==> src/rtl/adder_arbiter.sv <==
// adder_arbiter: round-robin arbiter and sequencer in front of a shared,
// externally instantiated registered adder. It accepts one operand pair at a
// time, waits out the adder latency, then returns the sum to the winner,
// tagged with the winner's index.
module adder_arbiter #(
    parameter int unsigned WIDTH   = 4,
    parameter int unsigned NREQ    = 4,
    parameter int unsigned IDW     = 2,
    parameter int unsigned ADD_LAT = 1
) (
    input  logic                  clk,
    input  logic                  rst_n,
    input  logic [NREQ-1:0]       req_valid,
    input  logic [NREQ*WIDTH-1:0] req_a,
    input  logic [NREQ*WIDTH-1:0] req_b,
    output logic [NREQ-1:0]       req_ready,
    output logic [WIDTH-1:0]      add_a,
    output logic [WIDTH-1:0]      add_b,
    input  logic [WIDTH-1:0]      add_sum,
    output logic                  rsp_valid,
    output logic [WIDTH-1:0]      rsp_sum,
    output logic [IDW-1:0]        rsp_id,
    input  logic                  rsp_ready,
    output logic                  busy
);

    // Latency counter must be able to hold ADD_LAT itself.
    localparam int unsigned CW = $clog2(ADD_LAT + 1);
    localparam logic [CW-1:0]  CNT_INIT = CW'(ADD_LAT);
    localparam logic [IDW-1:0] LAST_ID  = IDW'(NREQ - 1);
    localparam logic [IDW:0]   NREQ_EXT = (IDW + 1)'(NREQ);

    typedef enum logic [1:0] {
        ST_IDLE = 2'd0,
        ST_WAIT = 2'd1,
        ST_RESP = 2'd2
    } state_t;

    state_t         state;
    state_t         state_nxt;
    logic [IDW-1:0] rr_ptr;
    logic [IDW-1:0] grant_id;
    logic [IDW-1:0] winner;
    logic [IDW:0]   cand;
    logic [CW-1:0]  cnt;
    logic           found;
    logic           accept;
    logic           rsp_hs;

    // Round-robin search: first valid requester starting at rr_ptr, wrapping.
    // The candidate index is one bit wider so rr_ptr+k can exceed NREQ-1
    // before being folded back, which keeps non-power-of-two NREQ correct.
    always_comb begin
        found  = 1'b0;
        winner = '0;
        cand   = '0;
        for (int unsigned k = 0; k < NREQ; k++) begin
            cand = {1'b0, rr_ptr} + (IDW + 1)'(k);
            if (cand >= NREQ_EXT) begin
                cand = cand - NREQ_EXT;
            end
            if (!found && req_valid[cand[IDW-1:0]]) begin
                found  = 1'b1;
                winner = cand[IDW-1:0];
            end
        end
        accept = found && (state == ST_IDLE);
        rsp_hs = rsp_valid && rsp_ready;
    end

    // State register.
    always_ff @(posedge clk or negedge rst_n) begin
        if (!rst_n) begin
            state <= ST_IDLE;
        end else begin
            state <= state_nxt;
        end
    end

    // Next-state logic.
    always_comb begin
        state_nxt = state;
        unique case (state)
            ST_IDLE: begin
                if (accept) begin
                    state_nxt = ST_WAIT;
                end
            end
            ST_WAIT: begin
                if (cnt == '0) begin
                    state_nxt = ST_RESP;
                end
            end
            ST_RESP: begin
                if (rsp_hs) begin
                    state_nxt = ST_IDLE;
                end
            end
            default: state_nxt = ST_IDLE;
        endcase
    end

    // Outputs decoded from state; grant is held off while reset is asserted
    // so requesters never see a grant that cannot be committed.
    always_comb begin
        req_ready = '0;
        busy      = (state != ST_IDLE);
        if (rst_n && accept) begin
            req_ready[winner] = 1'b1;
        end
    end

    // Operand registers feeding the adder; held until the next acceptance.
    always_ff @(posedge clk or negedge rst_n) begin
        if (!rst_n) begin
            add_a <= '0;
            add_b <= '0;
        end else if (accept) begin
            add_a <= req_a[winner*WIDTH +: WIDTH];
            add_b <= req_b[winner*WIDTH +: WIDTH];
        end
    end

    // Winner index, remembered for tagging the response and advancing rr_ptr.
    always_ff @(posedge clk or negedge rst_n) begin
        if (!rst_n) begin
            grant_id <= '0;
        end else if (accept) begin
            grant_id <= winner;
        end
    end

    // Latency counter: loaded on acceptance, counts down while waiting.
    always_ff @(posedge clk or negedge rst_n) begin
        if (!rst_n) begin
            cnt <= '0;
        end else if (accept) begin
            cnt <= CNT_INIT;
        end else if (state == ST_WAIT && cnt != '0) begin
            cnt <= cnt - CW'(1);
        end
    end

    // Response registers: capture the adder output once the latency has
    // elapsed, hold it under backpressure, and clear valid on handshake.
    always_ff @(posedge clk or negedge rst_n) begin
        if (!rst_n) begin
            rsp_valid <= 1'b0;
            rsp_sum   <= '0;
            rsp_id    <= '0;
        end else if (state == ST_WAIT && cnt == '0) begin
            rsp_valid <= 1'b1;
            rsp_sum   <= add_sum;
            rsp_id    <= grant_id;
        end else if (state == ST_RESP && rsp_hs) begin
            rsp_valid <= 1'b0;
        end
    end

    // Round-robin pointer: moves past the served requester on completion.
    always_ff @(posedge clk or negedge rst_n) begin
        if (!rst_n) begin
            rr_ptr <= '0;
        end else if (state == ST_RESP && rsp_hs) begin
            rr_ptr <= (grant_id == LAST_ID) ? '0 : grant_id + IDW'(1);
        end
    end

endmodule

==> config.mk <==
export PLATFORM = sky130hd
export DESIGN_NAME = adder_arbiter
export DESIGN_NICKNAME = d
export VERILOG_FILES = /design/src/rtl/adder_arbiter.sv
export SDC_FILE = /design/constraint.sdc
export NUM_CORES = 1
export LEC_CHECK = 0
export ABC_AREA = 1
export CAP_MARGIN = 25
export CORE_AREA = 2 2 63 65
export CTS_CLUSTER_SIZE = 24
export DETAILED_ROUTE_END_ITERATION = 16
export DIE_AREA = 0 0 65 67
export GPL_TIMING_DRIVEN = 0
export PLACE_DENSITY = 0.88
export SYNTH_ARGS = -nofsm -noshare
export SYNTH_HDL_FRONTEND = slang
export SYNTH_SLANG_ARGS = --single-unit
==> constraint.sdc <==
create_clock -name clk -period 1.9 [get_ports clk]
set_input_delay 0.19 -clock clk [delete_from_list [all_inputs] [get_ports clk]]
set_output_delay 0.19 -clock clk [all_outputs]
set_load 0.02 [all_outputs]
# Yosys cells after proc, flatten, opt, wreduce, memory -nomap -nowiden
# Cells that the tools add are included.
[classes]
shifts = 2
n_eq_ne = 6
n_reduce_logical = 18
bitwise_logic = 1
mux = 32
n_addsub = 9
order_cmp = 10
[ops]
columns = ["operator", "count"]
rows = [
  ["$shiftx A16 B5 Y4", 2],
  ["$mux W2", 12],
  ["$lt A2 B3 Y1 const B", 5],
  ["$mux W1", 13],
  ["$logic_and A1 B1 Y1", 10],
  ["$ge A3 B3 Y1 const B", 3],
  ["$bmux W1 S2", 4],
  ["$sub A2 B1 Y2 const B", 4],
  ["$add A2 B2 Y3 const B", 2],
  ["$ne A2 B2 Y1 const B", 3],
  ["$pmux W2 S3", 1],
  ["$reduce_bool A2 Y1", 3],
  ["$eq A2 B2 Y1 const B", 2],
  ["$mux W4", 1],
  ["$add A2 B1 Y3 const B", 1],
  ["$ge A2 B3 Y1 const B", 1],
  ["$logic_not A1 Y1", 3],
  ["$reduce_and A3 Y1", 1],
  ["$add A2 B1 Y2 const B", 1],
  ["$demux W1 S2", 1],
  ["$eq A2 B1 Y1 const B", 1],
  ["$ge A2 B1 Y1 const B", 1],
  ["$logic_not A2 Y1", 1],
  ["$not A1 Y1", 1],
  ["$sub A1 B1 Y1 const B", 1],
]
[totals]
register_bits = 22
out_inout_bits = 20
elab_cells = 87
input_bits = 43

# Logic depth before layout (Yosys ltp)
# Gate-level depths: netlist of the first run.
[logic_depth]
depth_word = 19
depth_mapped = 16

# Worst setup path after synthesis of the first run
# No wires, ideal clock.
[synth_timing]
path_type = "reg2out"
startpoint = "register rr_ptr[0]"
endpoint = "output req_ready[2]"
path_stages_with_launch = 12
path_buffers = 2
path_slack_ns = -0.114
arrival_ns = 1.824
required_time_ns = 1.710
cell_sequence = "dfrtp_1 > buf_6 > nand2_1 > nand2_1 > nand2_1 > nand2_1 > nor2_4 > nand3_2 > nor2_1 > nor2_1 > buf_2 > nor3_1"
[synth_between]
elab_chain_len = 19
[synth_lines]
columns = ["element", "line", "rtl"]
rows = [
  ["start, declared", "41", "logic [IDW-1:0] rr_ptr;"],
  ["start signal, assigned", "165", "rr_ptr <= (grant_id == LAST_ID) ? '0 : grant_id + IDW'(1);"],
  ["parallel branches: the longest is 18 deep, another holds $add A2 B1 Y3", "--", ""],
  ["$mux W4 (*)", "108", "if (rst_n && accept) begin"],
  ["end, declared", "16", "output logic [NREQ-1:0] req_ready,"],
]
# Every way passes the cells marked *. The select of a mux whose other input is x is not followed.

# Final worst setup path of the first run
[layout_timing]
startpoint = "register rr_ptr[0]"
endpoint = "output req_ready[3]"
# Same word-level chain as after synthesis.

==> results.toml, run 1 <==
[status]
status = "finished with violations"
violations = "negative hold slack, negative setup slack"

[finish]
nNetsFinal = 348
design_area_mm2 = 0.00244
insertedDiodeCount = 0
syn2layout_area_growth_pct = 65.3
drive_gt1_share_pct = 25.4
fillerInstances = 287

[placed_design]
place.gp.congestion = 0.888
dp_hpwl_um = 2920
portBuffers = 62
placed_cell_area_mm2 = 0.00218

[route]
dr.pass1.iters = 4
first_iter_violations = 55
vias_per_cell = 4.83
ant_nets = 0
wl_per_cell_um = 12.5
drt-total-wl_um = 4400
drcViolationCount = 0
vias = 1696

[yosys]
synth_top_area_share_pct = 37.3
synth_top_flop_cell = "dfrtp_1"
synth_area_mm2 = 0.00148
syn_inst = 222
yosysSeqAreaShare_pct = 37.3
synth-edff-count = 0
postSynthNetCount = 266
synth_common_cells = "123 x nand2_1, 22 x dfrtp_1, 21 x nand3_1"
syn_avg_cell_area_um2 = 6.65
yosysMostFrequentCell = "nand2_1"
yosysWarnings = 0
synth.area.top_cells = "dfrtp_1 37%, nand2_1 31%, nand3_1 7.1%"
yosysTopAreaCell = "dfrtp_1"
synth_seq_cells = 22
synthArstFlopShare_pct = 100
ys_types = 23

[clock_tree]
clkLatencyLatePin_ns = 0.27
clk_pin_slew_ns = 0.08
clock-sinks = 22
root_buffer = "clkbuf_8"
htree_levels = 1
cts_tree = "done"
numCtsBuffers = 3
cts_buffer_depth = 2

[die]
start_util_pct = 40.9
fp.dieArea_mm2 = 0.00436
rows = 22
die_w_um = 65
io_pins = 63
die_h_um = 67
core_mm2 = 0.00361

[power]
internal-power_w = 0.00242
ir_drop_uv = 1020
power.density_mw_per_mm2 = 1950
comb_power_share_pct = 74.9
clockPowerShare_pct = 7.2
pwr-share-seq_pct = 17.9
switching_share_pct = 49.1
p_leak_nw = 1.24
p_sw_w = 0.00233

[grt]
grt_pass1_vias = 1517
grt_overflow = 0
antenna_found_initial = 0
grt_max_degree = 24
grt_usage_pct = 20.6
grt_pass1_wl_um = 6790

[sta]
setup_viol = 12
slew_violations = 0
setup_tns_ns = -1.64
max_freq_mhz = 453
final.min_clock_period_ns = 2.21
setup_ws_ns = -0.309
tightest_slew_ns = 0.457
finClkSkew_ns = 0.00224
hold_viol_final = 9
rsz0062_at_grt = "yes"
slew_headroom_pct = 69.5
timing.hold.ws_ns = -0.0352
timing.final.crit_share_pct = 116

[worst_setup_path]
cp.required_ns = 1.71
startpoint_type = "flip-flop"
cp-end-kind = "output port"
critical_path_class = "flip-flop to output port"
cp.arrival_ns = 2.02
crit_path_max_fanout = 8

[hold_path]
hold_path_class = "input port to async pin"

[flow_run]
cap_violations = 0
[path summary, 6_finish.rpt]
path                           start      endpoint  slack [ns]  cells past startpoint
setup / recovery           rr_ptr[0]  req_ready[3]       -0.31                     12
hold / removal                 rst_n     rr_ptr[1]       -0.04                      1
setup reg to reg           rr_ptr[0]      add_a[0]       -0.08                     16
hold reg to reg                  cnt      state[0]        0.49                      2
max in group asynchronous      rst_n      add_a[3]        1.48                      2
min in group clk                 cnt      state[0]        0.49                      2
[sequential cells by signal (all words and copies together), names as in the netlist]
register	count
state	2
rr_ptr	2
rsp_sum	4
cnt	1
add_b	4
grant_id	2
add_a	4
rsp_id	2
rsp_valid	1
[power groups by stage]
stage,Combinational [W],Sequential [W],Clock [W]
floorplan,0.00188,0.00101,0
global placement,0.00285,0.000850,0
detailed placement,0.00293,0.000859,0
CTS,0.00339,0.000850,0.000354
global route,0.00393,0.000874,0.000368
finish,0.00356,0.000851,0.000341
[worst max-delay path: stages, from the launching register on]
cell	delay, ns
dfrtp_1	0.41
buf_6	0.15
nand2_2	0.08
nand2_2	0.08
nand2_2	0.09
nand2_2	0.06
nor2_4	0.16
nand3_4	0.12
nor2_4	0.11
nor2_4	0.05
buf_6	0.12
nor3_2	0.14
buf_4	0.16
[kinds of logic (layout without fill, tap and decap cells)]
group | count (synthesis) | after routing | synth area share [%]
DFF | 22 | 22 | 37.3
muxes | 6 | 6 | 4.58
AOI/OAI and AO/OA | 7 | 7 | 2.54
and+or+nand+nor | 166 | 166 | 47.6
buffers and inverters | 20 | 101 | 7.12
adders and majority gates | 1 | 1 | 0.847
[per-layer routing]
metal,GRT usage [%],part of all wire (%)
met4,6.91,1.1
met3,4.56,6.9
met5,0,0
met1,25.5,42
met2,35.3,50
[timing repair]
item,4_1_cts,5_1_grt
cloned,0,0
endpoints found under the setup margin,4,13
resized for setup,43,11
hold buffers,0,0
setup buffers,12,2
pin swaps,14,4
[per-stage QoR]
step / hold slack, ns / util [%] / worst slack (ns) / power, W / cells
after floorplan: -0.106 / - / 0.0400 / 0.00290 / 222
after global placement: 0.453 / 60.4 / -0.821 / 0.00371 / 332
after detailed placement: 0.467 / 60.4 / -0.874 / 0.00379 / 332
after CTS: 0.237 / 65.9 / -0.263 / 0.00459 / 348
after global routing: 0.00448 / 67.7 / -0.407 / 0.00517 / 351
final: -0.0352 / 67.7 / -0.309 / 0.00475 / 351
[area by class of cell]
type | count | area, um^2 | area share [%]
flip-flops and latches | 22 | 551 | 22.6
multi-input cells | 180 | 926 | 37.9
inverters | 13 | 51.3 | 2.10
well taps | 48 | 60.1 | 2.46
clock buffers | 4 | 55.1 | 2.26
repair buffers | 77 | 729 | 29.9
plain buffers | 7 | 68.8 | 2.82
[cells in the final DEF (no fill, tap or decap), types with 2 or more instances in the layout]
cell             instances
mux2_2                   6
clkbuf_8                 4
nand2_4                  3
buf_6                    5
clkdlybuf4s50_1         57
nand3_2                  2
nand2_1                107
nor2_1                   4
inv_1                    7
nor2_4                   3
nor3_2                   4
nand3_1                 20
buf_4                   18
inv_2                    5
nand2_2                 19
o21ai_0                  3
dfrtp_1                 22
Power figures use the tool's default switching activity.
==> run 2: changes to the inputs <==
Settings changed: CORE_AREA 2 2 63 65 to 2 2 60 62, DIE_AREA 0 0 65 67 to 0 0 62 64, PLACE_DENSITY 0.88 to 0.95.
Clock period 1.9 ns to 2.7 ns, I/O delays scaled along.
==> results.toml, run 2 (synthesis results as in run 1) <==
[clock_tree]
root_buffer = "clkbuf_4"
numCtsBuffers = 3
postCtsHoldBufs = 0
htree_levels = 1
cts_buffer_depth = 2
cts_tree = "done"
clock-sinks = 22
clkLatencyLatePin_ns = 0.31
clk_pin_slew_ns = 0.12

[grt]
antenna_found_initial = 0
grt_usage_pct = 20.6
grt_overflow = 0
grt_max_degree = 24
grt_pass1_vias = 1529
grt_pass1_wl_um = 6310

[worst_setup_path]
r2r_cells = 15
cp.required_ns = 2.43
rr_startpoint = "rr_ptr[0]"
ff2ff_setup_slack_ns = 0.80
crit_end = "req_ready[3]"
cp-end-kind = "output port"
critical_path_class = "flip-flop to output port"
cp.arrival_ns = 2.21
startpoint_type = "flip-flop"
crit_path_max_fanout = 10
r2r_end = "add_a[1]"
cp-startpoint = "rr_ptr[0]"

[sta]
max_freq_mhz = 403
setup_tns_ns = 0
rsz0062_at_grt = "no"
slew_headroom_pct = 74.3
timing.final.crit_share_pct = 91.8
timing.hold.ws_ns = 0.233
tightest_slew_ns = 0.384
slew_violations = 0
final.min_clock_period_ns = 2.48
finClkSkew_ns = 0.00451
setup_viol = 0
hold_viol_final = 0

[route]
ant_nets = 0
drt-total-wl_um = 3750
vias = 1632
drcViolationCount = 0
wl_per_cell_um = 11.2
dr.pass1.iters = 4
first_iter_violations = 115
vias_per_cell = 4.86

[finish]
syn2layout_area_growth_pct = 49.4
drive_gt1_share_pct = 13.1
final_cell_mix = "123 x nand2_1, 58 x clkdlybuf4s50_1, 22 x dfrtp_1, 21 x nand3_1, 8 x inv_1"
nNetsFinal = 335
reg_top3 = "add_a x4, add_b x4, rsp_sum x4"
fin_util_pct = 67.2
insertedDiodeCount = 0
final_common_cell = "nand2_1"

[die]
core_mm2 = 0.00328
die_h_um = 64
rows = 21
io_pins = 63
die_w_um = 62
start_util_pct = 45.0
fp.dieArea_mm2 = 0.00397

[hold_path]
hold_path_class = "input port to async pin"

[power]
power.total_w = 0.00280
p_leak_nw = 1.15
power.density_mw_per_mm2 = 1270
ir_drop_uv = 759

[placed_design]
dp_hpwl_um = 3020
place.gp.congestion = 0.927
portBuffers = 62

[flow_run]
cap_violations = 0

[status]
status = "finished, final reports clean"
run 2: worst min-delay path by stage:
stage	start	to	slack (ns)	cells after the start
finish	rst_n	rr_ptr[1]	0.23	1
global route	rst_n	add_a[1]	0.22	1
CTS	cnt	state[0]	0.48	2
detailed placement	cnt	state[0]	0.46	2
global placement	cnt	state[0]	0.46	2
floorplan	rst_n	add_a[0]	-0.03	0
run 2: final cells by class:
cell class | count | area (um^2)
timing repair buffer | 64 | 636
sequential | 22 | 551
fill | 286 | 1080
multi-input combinational | 180 | 821
clock buffer | 4 | 36.3
tap | 46 | 57.6
inverter | 13 | 48.8
buffer | 7 | 56.3
run 2: critical path, stage by stage (launching register included):
cell and delay [ns]:
dfrtp_1 0.43, buf_6 0.17, nand2_2 0.06, nand3_1 0.12, nand2_2 0.10, nor2_4 0.14, nand3_2 0.10, nor2_1 0.11
nor2_1 0.07, buf_2 0.19, nor3_1 0.19, buf_2 0.20
run 2: per-stage QoR:
step | worst slack [ns] | area [um^2] | cells
floorplan | 0.606 | 1480 | 222
global placement | -0.0718 | 2150 | 330
detailed placement | -0.147 | 2150 | 330
CTS | 0.0239 | 2190 | 334
global route | 0.00104 | 2210 | 336
finish | 0.222 | 2210 | 336
run 2: power by group:
part	leakage (nW)	internal (W)	switching, W
logic	0.864	0.000825	0.00120
clock network	0.0210	0.0000824	0.0000957
registers	0.265	0.000492	0.000107
run 2: repair_timing:
item                                   in CTS  in global routing
setup endpoints to repair                   4                  4
gates resized for setup                     4                 14
endpoints found under the hold margin       0                  0
buffers inserted                            0                  1
run 2: metal layers:
layer,global-route usage [%],vias up,part of all wire [%]
met5,0,-,0
met4,2.93,0,0.21
met2,35.8,64,52
li1,-,839,-
met3,5.47,2,7.0
met1,25.4,727,41
